## config.mk

```make
export PLATFORM = sky130hd
export DESIGN_NAME = hazard_ctrl
export DESIGN_NICKNAME = d
export VERILOG_FILES = /design/src/rtl/cpu_ctrl_pkg.sv /design/src/rtl/fwd_unit.sv /design/src/rtl/hazard_ctrl.sv
export SDC_FILE = /design/constraint.sdc
export NUM_CORES = 1
export LEC_CHECK = 0
export BUFFER_PORTS_ARGS = -buffer_cell sky130_fd_sc_hd__buf_2
export CAP_MARGIN = 20
export CORE_UTILIZATION = 50
export DETAILED_ROUTE_END_ITERATION = 8
export PLACE_DENSITY_LB_ADDON = 0.08
export SLEW_MARGIN = 25
export SYNTH_ARGS = -nofsm -noshare
export SYNTH_HDL_FRONTEND = slang
export SYNTH_HIERARCHICAL = 1
export SYNTH_SLANG_ARGS = --single-unit
```

## constraint.sdc

```tcl
create_clock -name clk -period 2.7 [get_ports clk]
set_input_delay 0.27 -clock clk [delete_from_list [all_inputs] [get_ports clk]]
set_output_delay 0.27 -clock clk [all_outputs]
set_load 0.05 [all_outputs]
```

## src/rtl/cpu_ctrl_pkg.sv

```systemverilog
// rtl/cpu_ctrl_pkg.sv - shared encodings for the CPU pipeline control logic
package cpu_ctrl_pkg;

  localparam logic [1:0] FWD_RF    = 2'b00;
  localparam logic [1:0] FWD_MEM_R = 2'b01;
  localparam logic [1:0] FWD_WB    = 2'b10;
  localparam logic [1:0] FWD_MEM_P = 2'b11;

  typedef enum logic [1:0] {
    RUN    = 2'd0,
    HALTED = 2'd1,
    RESUME = 2'd2
  } state_t;

endpackage

```

## src/rtl/fwd_unit.sv

```systemverilog
// rtl/fwd_unit.sv - EX operand forwarding select for one source register
module fwd_unit
  import cpu_ctrl_pkg::*;
(
  input  logic [4:0] i_src,
  input  logic       i_mem_reg_write,
  input  logic       i_mem_mem_to_reg,
  input  logic       i_mem_jal,
  input  logic [4:0] i_mem_rw,
  input  logic       i_wb_reg_write,
  input  logic [4:0] i_wb_rw,
  output logic [1:0] o_sel
);

  logic w_src_nz;
  logic w_mem_hit;
  logic w_wb_hit;

  assign w_src_nz  = (i_src != 5'd0);
  assign w_mem_hit = w_src_nz & i_mem_reg_write & (i_mem_rw == i_src);
  assign w_wb_hit  = w_src_nz & i_wb_reg_write & (i_wb_rw == i_src);

  // A load in EX/MEM has no data yet; it falls through to the MEM/WB check.
  always_comb begin
    o_sel = FWD_RF;
    if (w_mem_hit & i_mem_jal)
      o_sel = FWD_MEM_P;
    else if (w_mem_hit & ~i_mem_mem_to_reg)
      o_sel = FWD_MEM_R;
    else if (w_wb_hit)
      o_sel = FWD_WB;
  end

endmodule

```

## src/rtl/hazard_ctrl.sv

```systemverilog
// rtl/hazard_ctrl.sv - pipeline stall/flush/forward control, halt FSM and stats counters
module hazard_ctrl
  import cpu_ctrl_pkg::*;
#(
  parameter int CNT_W = 32
) (
  input  logic             clk,
  input  logic             rst,
  input  logic [4:0]       id_rs,
  input  logic [4:0]       id_rt,
  input  logic             id_rs_used,
  input  logic             id_rt_used,
  input  logic             id_jump,
  input  logic [4:0]       ex_rs,
  input  logic [4:0]       ex_rt,
  input  logic             ex_MemToReg,
  input  logic             ex_RegWrite,
  input  logic [4:0]       ex_RW,
  input  logic             ex_branch_taken,
  input  logic             mem_RegWrite,
  input  logic             mem_MemToReg,
  input  logic             mem_jal,
  input  logic [4:0]       mem_RW,
  input  logic             wb_RegWrite,
  input  logic [4:0]       wb_RW,
  input  logic             wb_halt,
  input  logic             go,
  output logic             pause_pc,
  output logic             pause_if_id,
  output logic             flush_if_id,
  output logic             flush_id_ex,
  output logic             pause_all,
  output logic [1:0]       fwd_a,
  output logic [1:0]       fwd_b,
  output logic             halted,
  output logic [CNT_W-1:0] cycle_cnt,
  output logic [CNT_W-1:0] stall_cnt,
  output logic [CNT_W-1:0] flush_cnt
);

  state_t           r_state;
  logic             r_go_q;
  logic [CNT_W-1:0] r_cycle_cnt;
  logic [CNT_W-1:0] r_stall_cnt;
  logic [CNT_W-1:0] r_flush_cnt;

  logic w_pause_all;
  logic w_load_use;
  logic w_stall_win;
  logic w_flush_win;

  // Freeze in the same cycle the halt retires; RESUME lets that halt drain out.
  assign w_pause_all = (r_state == HALTED) | ((r_state == RUN) & wb_halt);

  assign w_load_use = ex_MemToReg & ex_RegWrite & (ex_RW != 5'd0) &
                      ((id_rs_used & (id_rs == ex_RW)) |
                       (id_rt_used & (id_rt == ex_RW)));

  assign w_stall_win = ~w_pause_all & ~ex_branch_taken & w_load_use;
  assign w_flush_win = ~w_pause_all &
                       (ex_branch_taken | (~w_load_use & id_jump));

  always_comb begin
    pause_pc    = 1'b0;
    pause_if_id = 1'b0;
    flush_if_id = 1'b0;
    flush_id_ex = 1'b0;
    if (w_pause_all) begin
      pause_pc    = 1'b1;
      pause_if_id = 1'b1;
    end else if (ex_branch_taken) begin
      flush_if_id = 1'b1;
      flush_id_ex = 1'b1;
    end else if (w_load_use) begin
      pause_pc    = 1'b1;
      pause_if_id = 1'b1;
      flush_id_ex = 1'b1;
    end else if (id_jump) begin
      flush_if_id = 1'b1;
    end
  end

  always_ff @(posedge clk) begin
    if (rst) begin
      r_state <= RUN;
      r_go_q  <= 1'b0;
    end else begin
      r_go_q <= go;
      case (r_state)
        RUN:     if (wb_halt) r_state <= HALTED;
        HALTED:  if (go & ~r_go_q) r_state <= RESUME;
        RESUME:  r_state <= RUN;
        default: r_state <= RUN;
      endcase
    end
  end

  always_ff @(posedge clk) begin
    if (rst) begin
      r_cycle_cnt <= '0;
      r_stall_cnt <= '0;
      r_flush_cnt <= '0;
    end else if (!w_pause_all) begin
      r_cycle_cnt <= r_cycle_cnt + CNT_W'(1);
      if (w_stall_win) r_stall_cnt <= r_stall_cnt + CNT_W'(1);
      if (w_flush_win) r_flush_cnt <= r_flush_cnt + CNT_W'(1);
    end
  end

  fwd_unit u_fwd_a (
    .i_src            (ex_rs),
    .i_mem_reg_write  (mem_RegWrite),
    .i_mem_mem_to_reg (mem_MemToReg),
    .i_mem_jal        (mem_jal),
    .i_mem_rw         (mem_RW),
    .i_wb_reg_write   (wb_RegWrite),
    .i_wb_rw          (wb_RW),
    .o_sel            (fwd_a)
  );

  fwd_unit u_fwd_b (
    .i_src            (ex_rt),
    .i_mem_reg_write  (mem_RegWrite),
    .i_mem_mem_to_reg (mem_MemToReg),
    .i_mem_jal        (mem_jal),
    .i_mem_rw         (mem_RW),
    .i_wb_reg_write   (wb_RegWrite),
    .i_wb_rw          (wb_RW),
    .o_sel            (fwd_b)
  );

  assign pause_all = w_pause_all;
  assign halted    = (r_state == HALTED);
  assign cycle_cnt = r_cycle_cnt;
  assign stall_cnt = r_stall_cnt;
  assign flush_cnt = r_flush_cnt;

endmodule
```

==> results.json, run 1 <==
{
  "dp_hpwl_um": 9410,
  "setup_viol": 0,
  "grt_first_pass_wirelength_um": 19700,
  "cts-root-buf": "clkbuf_8",
  "drtIter0Drc": 168,
  "antenna_found_initial": 0,
  "pwr-share-seq_pct": 52.5,
  "hold_ws_ns": 0.142,
  "timing.final.crit_share_pct": 90.2,
  "async_flop_share_pct": 0,
  "fp.dieW_um": 103,
  "hold_path_class": "primary input to flop",
  "path_common_cell": "or4_1",
  "drc": 0,
  "overflow": 0,
  "drv_cap": 0,
  "cpMaxStageDelayCell": "or4_1",
  "synth_edf_count": 0,
  "fin_nets": 822,
  "num_antenna_cells": 0,
  "critPathMaxFanout": 10,
  "switching_share_pct": 25.8,
  "synth.area.top_cells": "dfxtp_1, xor2_1, a21oi_1, xnor2_1, or3_1",
  "boundaryPins": 155,
  "syn_nets": 672,
  "hold_violations": 0,
  "synth_top_area_cell": "dfxtp_1",
  "relSlewSlack_pct": 56.4,
  "p_comb_share_pct": 10.0,
  "worstMarginPinSlew_ns": 0.648,
  "num_vias": 5087,
  "synth.ff_latch_count": 99,
  "finish.utilization_pct": 63.1,
  "syn_area_mm2": 0.00507,
  "grt_start_max_net_pins": 62,
  "power.density_mw_per_mm2": 455,
  "cts_tree": "built",
  "power.switching_mw": 0.729,
  "critPathLaunchType": "flop",
  "outcome": "finished, final reports clean",
  "grt_usage_pct": 23.4,
  "layout_setup_ws_ns": 0.264,
  "cellLeakagePower_nw": 2.42,
  "synthCells": 620,
  "max_clock_freq_mhz": 410,
  "final_cells": 908,
  "ys.flop_type": "dfxtp_1",
  "finalWirelength_um": 12700,
  "synth_top_area_share_pct": 39.1,
  "totalPowerFinal_mw": 2.82,
  "skew_ns": 0.00936,
  "crit_type": "flop to flop",
  "drive_gt1_share_pct": 24.1,
  "place_area_mm2": 0.00597,
  "cp.depth": 6,
  "clkLatencyLatePin_ns": 0.36,
  "ir_drop_mv": 0.253,
  "rows": 36,
  "synthDistinctLibCells": 42,
  "cts_htree_levels": 3,
  "slowest_delay_ns": 0.63,
  "cts_buffers": 9,
  "core-area_mm2": 0.00982,
  "post_cts_resized": 0,
  "clockBufferDepth": 2,
  "synth_commonest_cells": "dfxtp_1, a21oi_1, nor2_1, nand2_1, nand3_1",
  "critPathCaptureType": "flop",
  "drt-pass1-iter-count": 4,
  "syn_avg_cell_area_um2": 8.18,
  "cts.clk_slew.worst_paths_ns": 0.10,
  "clkPwrFrac_pct": 37.6,
  "routabilityCongestion": 0.828,
  "tns_ns": 0,
  "hold_depth": 2,
  "worstRegToRegCells": 6,
  "postCtsHoldBufs": 0,
  "yosysMostFrequentCell": "dfxtp_1",
  "cp_top_family": "simple AND/OR/NAND/NOR gates",
  "numClockSinks": 99,
  "yosysWarningCount": 6,
  "start_util_pct": 51.6,
  "vias_per_cell": 5.60,
  "arrival_ns": 2.72,
  "portBuffers": 154,
  "antenna_left": 0,
  "syn_to_final_growth_pct": 22.2,
  "post-cts-setup-buffers": 0,
  "critPathBufInv": 0,
  "rsz0062_at_grt": "no",
  "preCtsSetupSlack_ns": 0.271,
  "dp_cells": 892,
  "path_cells": "nand4_1 > or4_1 > nor2_1 > nand3_1 > or4_1 > a21oi_1",
  "grt_pass1_vias": 4416,
  "period_minus_slack_ns": 2.44,
  "dieArea_mm2": 0.0105,
  "crit_required_ns": 2.99,
  "drv_slew": 0,
  "yosysSeqAreaShare_pct": 39.1,
  "p_int_mw": 2.09,
  "final_area_mm2": 0.00619,
  "die_h_um": 103,
  "avgRoutedWirePerCell_um": 14.0
}
## sequential cells by signal, summed over array words and instances, names as in the netlist
name	count
cycle_cnt	32
flush_cnt	32
r_go_q	1
r_state	2
stall_cnt	32
## cell usage in the layout (no fill, tap or decap), types with 17 or more instances in the layout
cell type  Yosys  routed
nand3_1       42      42
nand4_1       34      34
nand2_1       48      48
buf_2          0     154
or4_1         22      22
o31ai_1       17      17
or3_1         38      38
xnor2_1       29      29
nor2_1        52      52
dfxtp_1       99      99
xor2_1        38      38
a21oi_1       58      58
o21ai_0       37      37
## routing by layer
layer / part of all wire [%] / routed length [um] / vias to the layer above / track usage (%)
li1: - / - / 2574 / -
met1: 45 / 5780 / 2350 / 29.4
met2: 47 / 5930 / 147 / 39.9
met3: 6.2 / 782 / 16 / 3.86
met4: 1.7 / 210 / 0 / 9.45
met5: 0 / 0 / - / 0
## worst register-to-register path, delay by kind of cell, from the launching register on
family	cells	cell delay, ns
AOI/OAI and AO/OA	1	0.16
DFF	1	0.45
and+or+nand+nor	5	1.75
## final cells by class
| class | count | area, um^2 |
|---|---|---|
| fill | 943 | 3620 |
| multi-input combinational | 485 | 2930 |
| sequential | 99 | 1980 |
| timing repair buffer | 165 | 853 |
| tap | 133 | 166 |
| clock buffer | 9 | 124 |
| clock inverter | 7 | 98.8 |
| inverter | 10 | 37.5 |
## path summary, 6_finish.rpt
kind,startpoint,end,slack [ns]
max,stall_cnt[3],stall_cnt[31],0.26
min,go,r_go_q,0.14
max reg2reg,stall_cnt[3],stall_cnt[31],0.26
min reg2reg,r_state[1],r_state[1],0.49
## cell families (layout without fill, tap and decap cells)
| family | Yosys count | after routing | share of synthesized area (%) |
|---|---|---|---|
| xor+xnor | 67 | 67 | 11.6 |
| simple gates | 291 | 291 | 31.3 |
| mux | 2 | 2 | 0.420 |
| buf+inv | 36 | 191 | 3.04 |
| fa+ha+maj | 3 | 3 | 0.741 |
| flops | 99 | 99 | 39.1 |
| compound gates | 122 | 122 | 13.9 |
## power by group through the flow
stage	combinational, mW	clock [mW]	sequential, mW
after detailed placement	0.281	0	1.51
after global routing	0.305	1.15	1.48
after CTS	0.282	1.10	1.48
after global placement	0.275	0	1.51
final	0.281	1.06	1.48
after floorplan	0.162	0	1.53
No activity file was read; power rests on OpenSTA's default activity.
==> inputs of run 2 (changes only) <==
--- a/config.mk
+++ b/config.mk
@@ -7,7 +7,10 @@
 export LEC_CHECK = 0
 export BUFFER_PORTS_ARGS = -buffer_cell sky130_fd_sc_hd__buf_2
 export CAP_MARGIN = 20
+export CORE_MARGIN = 1.5
 export CORE_UTILIZATION = 50
+export CTS_BUF_LIST = sky130_fd_sc_hd__clkbuf_16
+export CTS_CLUSTER_SIZE = 8
 export DETAILED_ROUTE_END_ITERATION = 8
 export PLACE_DENSITY_LB_ADDON = 0.08
 export SLEW_MARGIN = 25
==> results.json, run 2 (synthesis results as in run 1) <==
{
  "ir_drop_mv": 0.330,
  "grt_start_max_net_pins": 62,
  "numClockSinks": 99,
  "final_common_cell": "buf_2",
  "post-cts-setup-buffers": 0,
  "power.density_mw_per_mm2": 479,
  "fp.dieW_um": 104,
  "relSlewSlack_pct": 49.5,
  "crit_required_ns": 2.96,
  "num_antenna_cells": 0,
  "fill_cells": 884,
  "layout_setup_ws_ns": 0.292,
  "use_met1_pct": 32.3,
  "grt_first_pass_wirelength_um": 21800,
  "start_util_pct": 51.6,
  "core-area_mm2": 0.00982,
  "mostFrequentLayoutCells": "buf_2, dfxtp_1, a21oi_1",
  "critPathCaptureType": "flop",
  "vias_per_cell": 5.71,
  "use_met2_pct": 38.9,
  "cts.clk_slew.worst_paths_ns": 0.08,
  "critPathLaunchType": "flop",
  "cellLeakagePower_nw": 2.43,
  "grt_usage_pct": 23.7,
  "outcome": "finished, final reports clean",
  "r2r-start": "stall_cnt[3]",
  "postCtsHoldBufs": 0,
  "dp_hpwl_um": 9300,
  "totalPowerFinal_mw": 2.99,
  "crit_type": "flop to flop",
  "fin_nets": 818,
  "skew_ns": 0.00976,
  "drt-pass1-iter-count": 5,
  "cts-root-buf": "clkbuf_16",
  "finalWirelength_um": 12800,
  "setup_viol": 0,
  "worstMarginPinSlew_ns": 0.758,
  "drv_cap": 0,
  "cts_tree": "built",
  "antenna_left": 0,
  "overflow": 0,
  "preCtsSetupSlack_ns": 0.311,
  "die_h_um": 104,
  "seqCellArea_mm2": 0.00198,
  "path_common_cell": "or4_1",
  "grt_pass1_vias": 4717,
  "num_vias": 5162,
  "slowest_delay_ns": 0.62,
  "dieArea_mm2": 0.0108,
  "clockBufferDepth": 2,
  "period_minus_slack_ns": 2.41,
  "drtIter0Drc": 269,
  "drv_slew": 0,
  "avgRoutedWirePerCell_um": 14.2,
  "boundaryPins": 155,
  "crit_start": "stall_cnt[3]",
  "clkLatencyLatePin_ns": 0.34,
  "drc": 0,
  "rsz0062_at_grt": "no",
  "drive_gt1_share_pct": 23.6,
  "portBuffers": 154,
  "hold_start": "go",
  "hold_path_class": "primary input to flop",
  "cts_buffers": 9,
  "arrival_ns": 2.67,
  "cts_htree_levels": 3,
  "timing.final.crit_share_pct": 89.2,
  "routabilityCongestion": 0.833,
  "critPathMaxFanout": 10,
  "cpMaxStageDelayCell": "or4_1",
  "syn_to_final_growth_pct": 23.1,
  "path_cells": "nand4_1 > or4_1 > nor2_1 > nand3_1 > or4_1 > a21oi_1",
  "post_cts_resized": 0,
  "gr-usage-met3_pct": 3.71,
  "antenna_found_initial": 0,
  "tns_ns": 0,
  "max_clock_freq_mhz": 415,
  "busiest_layer": "met2",
  "rows": 36,
  "multiInputGateArea_mm2": 0.00293,
  "hold_violations": 0
}
run 2: cell types whose count changed in the layout (fill, tap and decap cells not counted), moves of 2 or more:
cell	change
inv_6	+2
buf_4	-5
clkbuf_8	-9
clkbuf_16	+9
clkinv_2	-2
bufinv_16	-2
run 2: through the flow:
step                      instances  area, um^2  util (%)  hold slack, ns
final                           904        6240      63.5           0.186
after global placement          888        5950      60.6           0.452
after global routing            904        6240      63.5           0.199
after floorplan                 620        5070         -           0.398
after detailed placement        888        5950      60.6           0.469
after CTS                       904        6240      63.5           0.190
run 2: area by class of cell:
cell class | instances | area share (%)
inverters | 10 | 0.602
clock inverters | 7 | 0.923
repair buffers | 161 | 13.4
well taps | 133 | 2.67
multi-input cells | 485 | 47.0
clock buffers | 9 | 3.61
flip-flops and latches | 99 | 31.8
run 2: final timing paths:
path / to / slack (ns) / depth (start not counted)
max: stall_cnt[31] / 0.29 / 6
min: r_go_q / 0.19 / 2
max reg2reg: stall_cnt[31] / 0.29 / 6
min reg2reg: r_state[1] / 0.47 / 1
run 2: critical path, delay by kind of cell (launching register included):
family | cells | cell delay (ns)
AOI/OAI and AO/OA | 1 | 0.16
DFF | 1 | 0.42
and+or+nand+nor | 5 | 1.74
run 2: per-layer routing:
layer  part of all wire [%]  vias up
met5                      0        -
met4                    1.3        0
met3                    5.7       15
met2                     47      166
met1                     46     2416
li1                       -     2565
run 2: power breakdown:
part           total [mW]  switching [mW]  internal (mW)  leakage (nW)
clock network        1.23           0.591          0.641         0.136
registers            1.48          0.0115           1.47         0.798
logic               0.277           0.186         0.0909          1.49
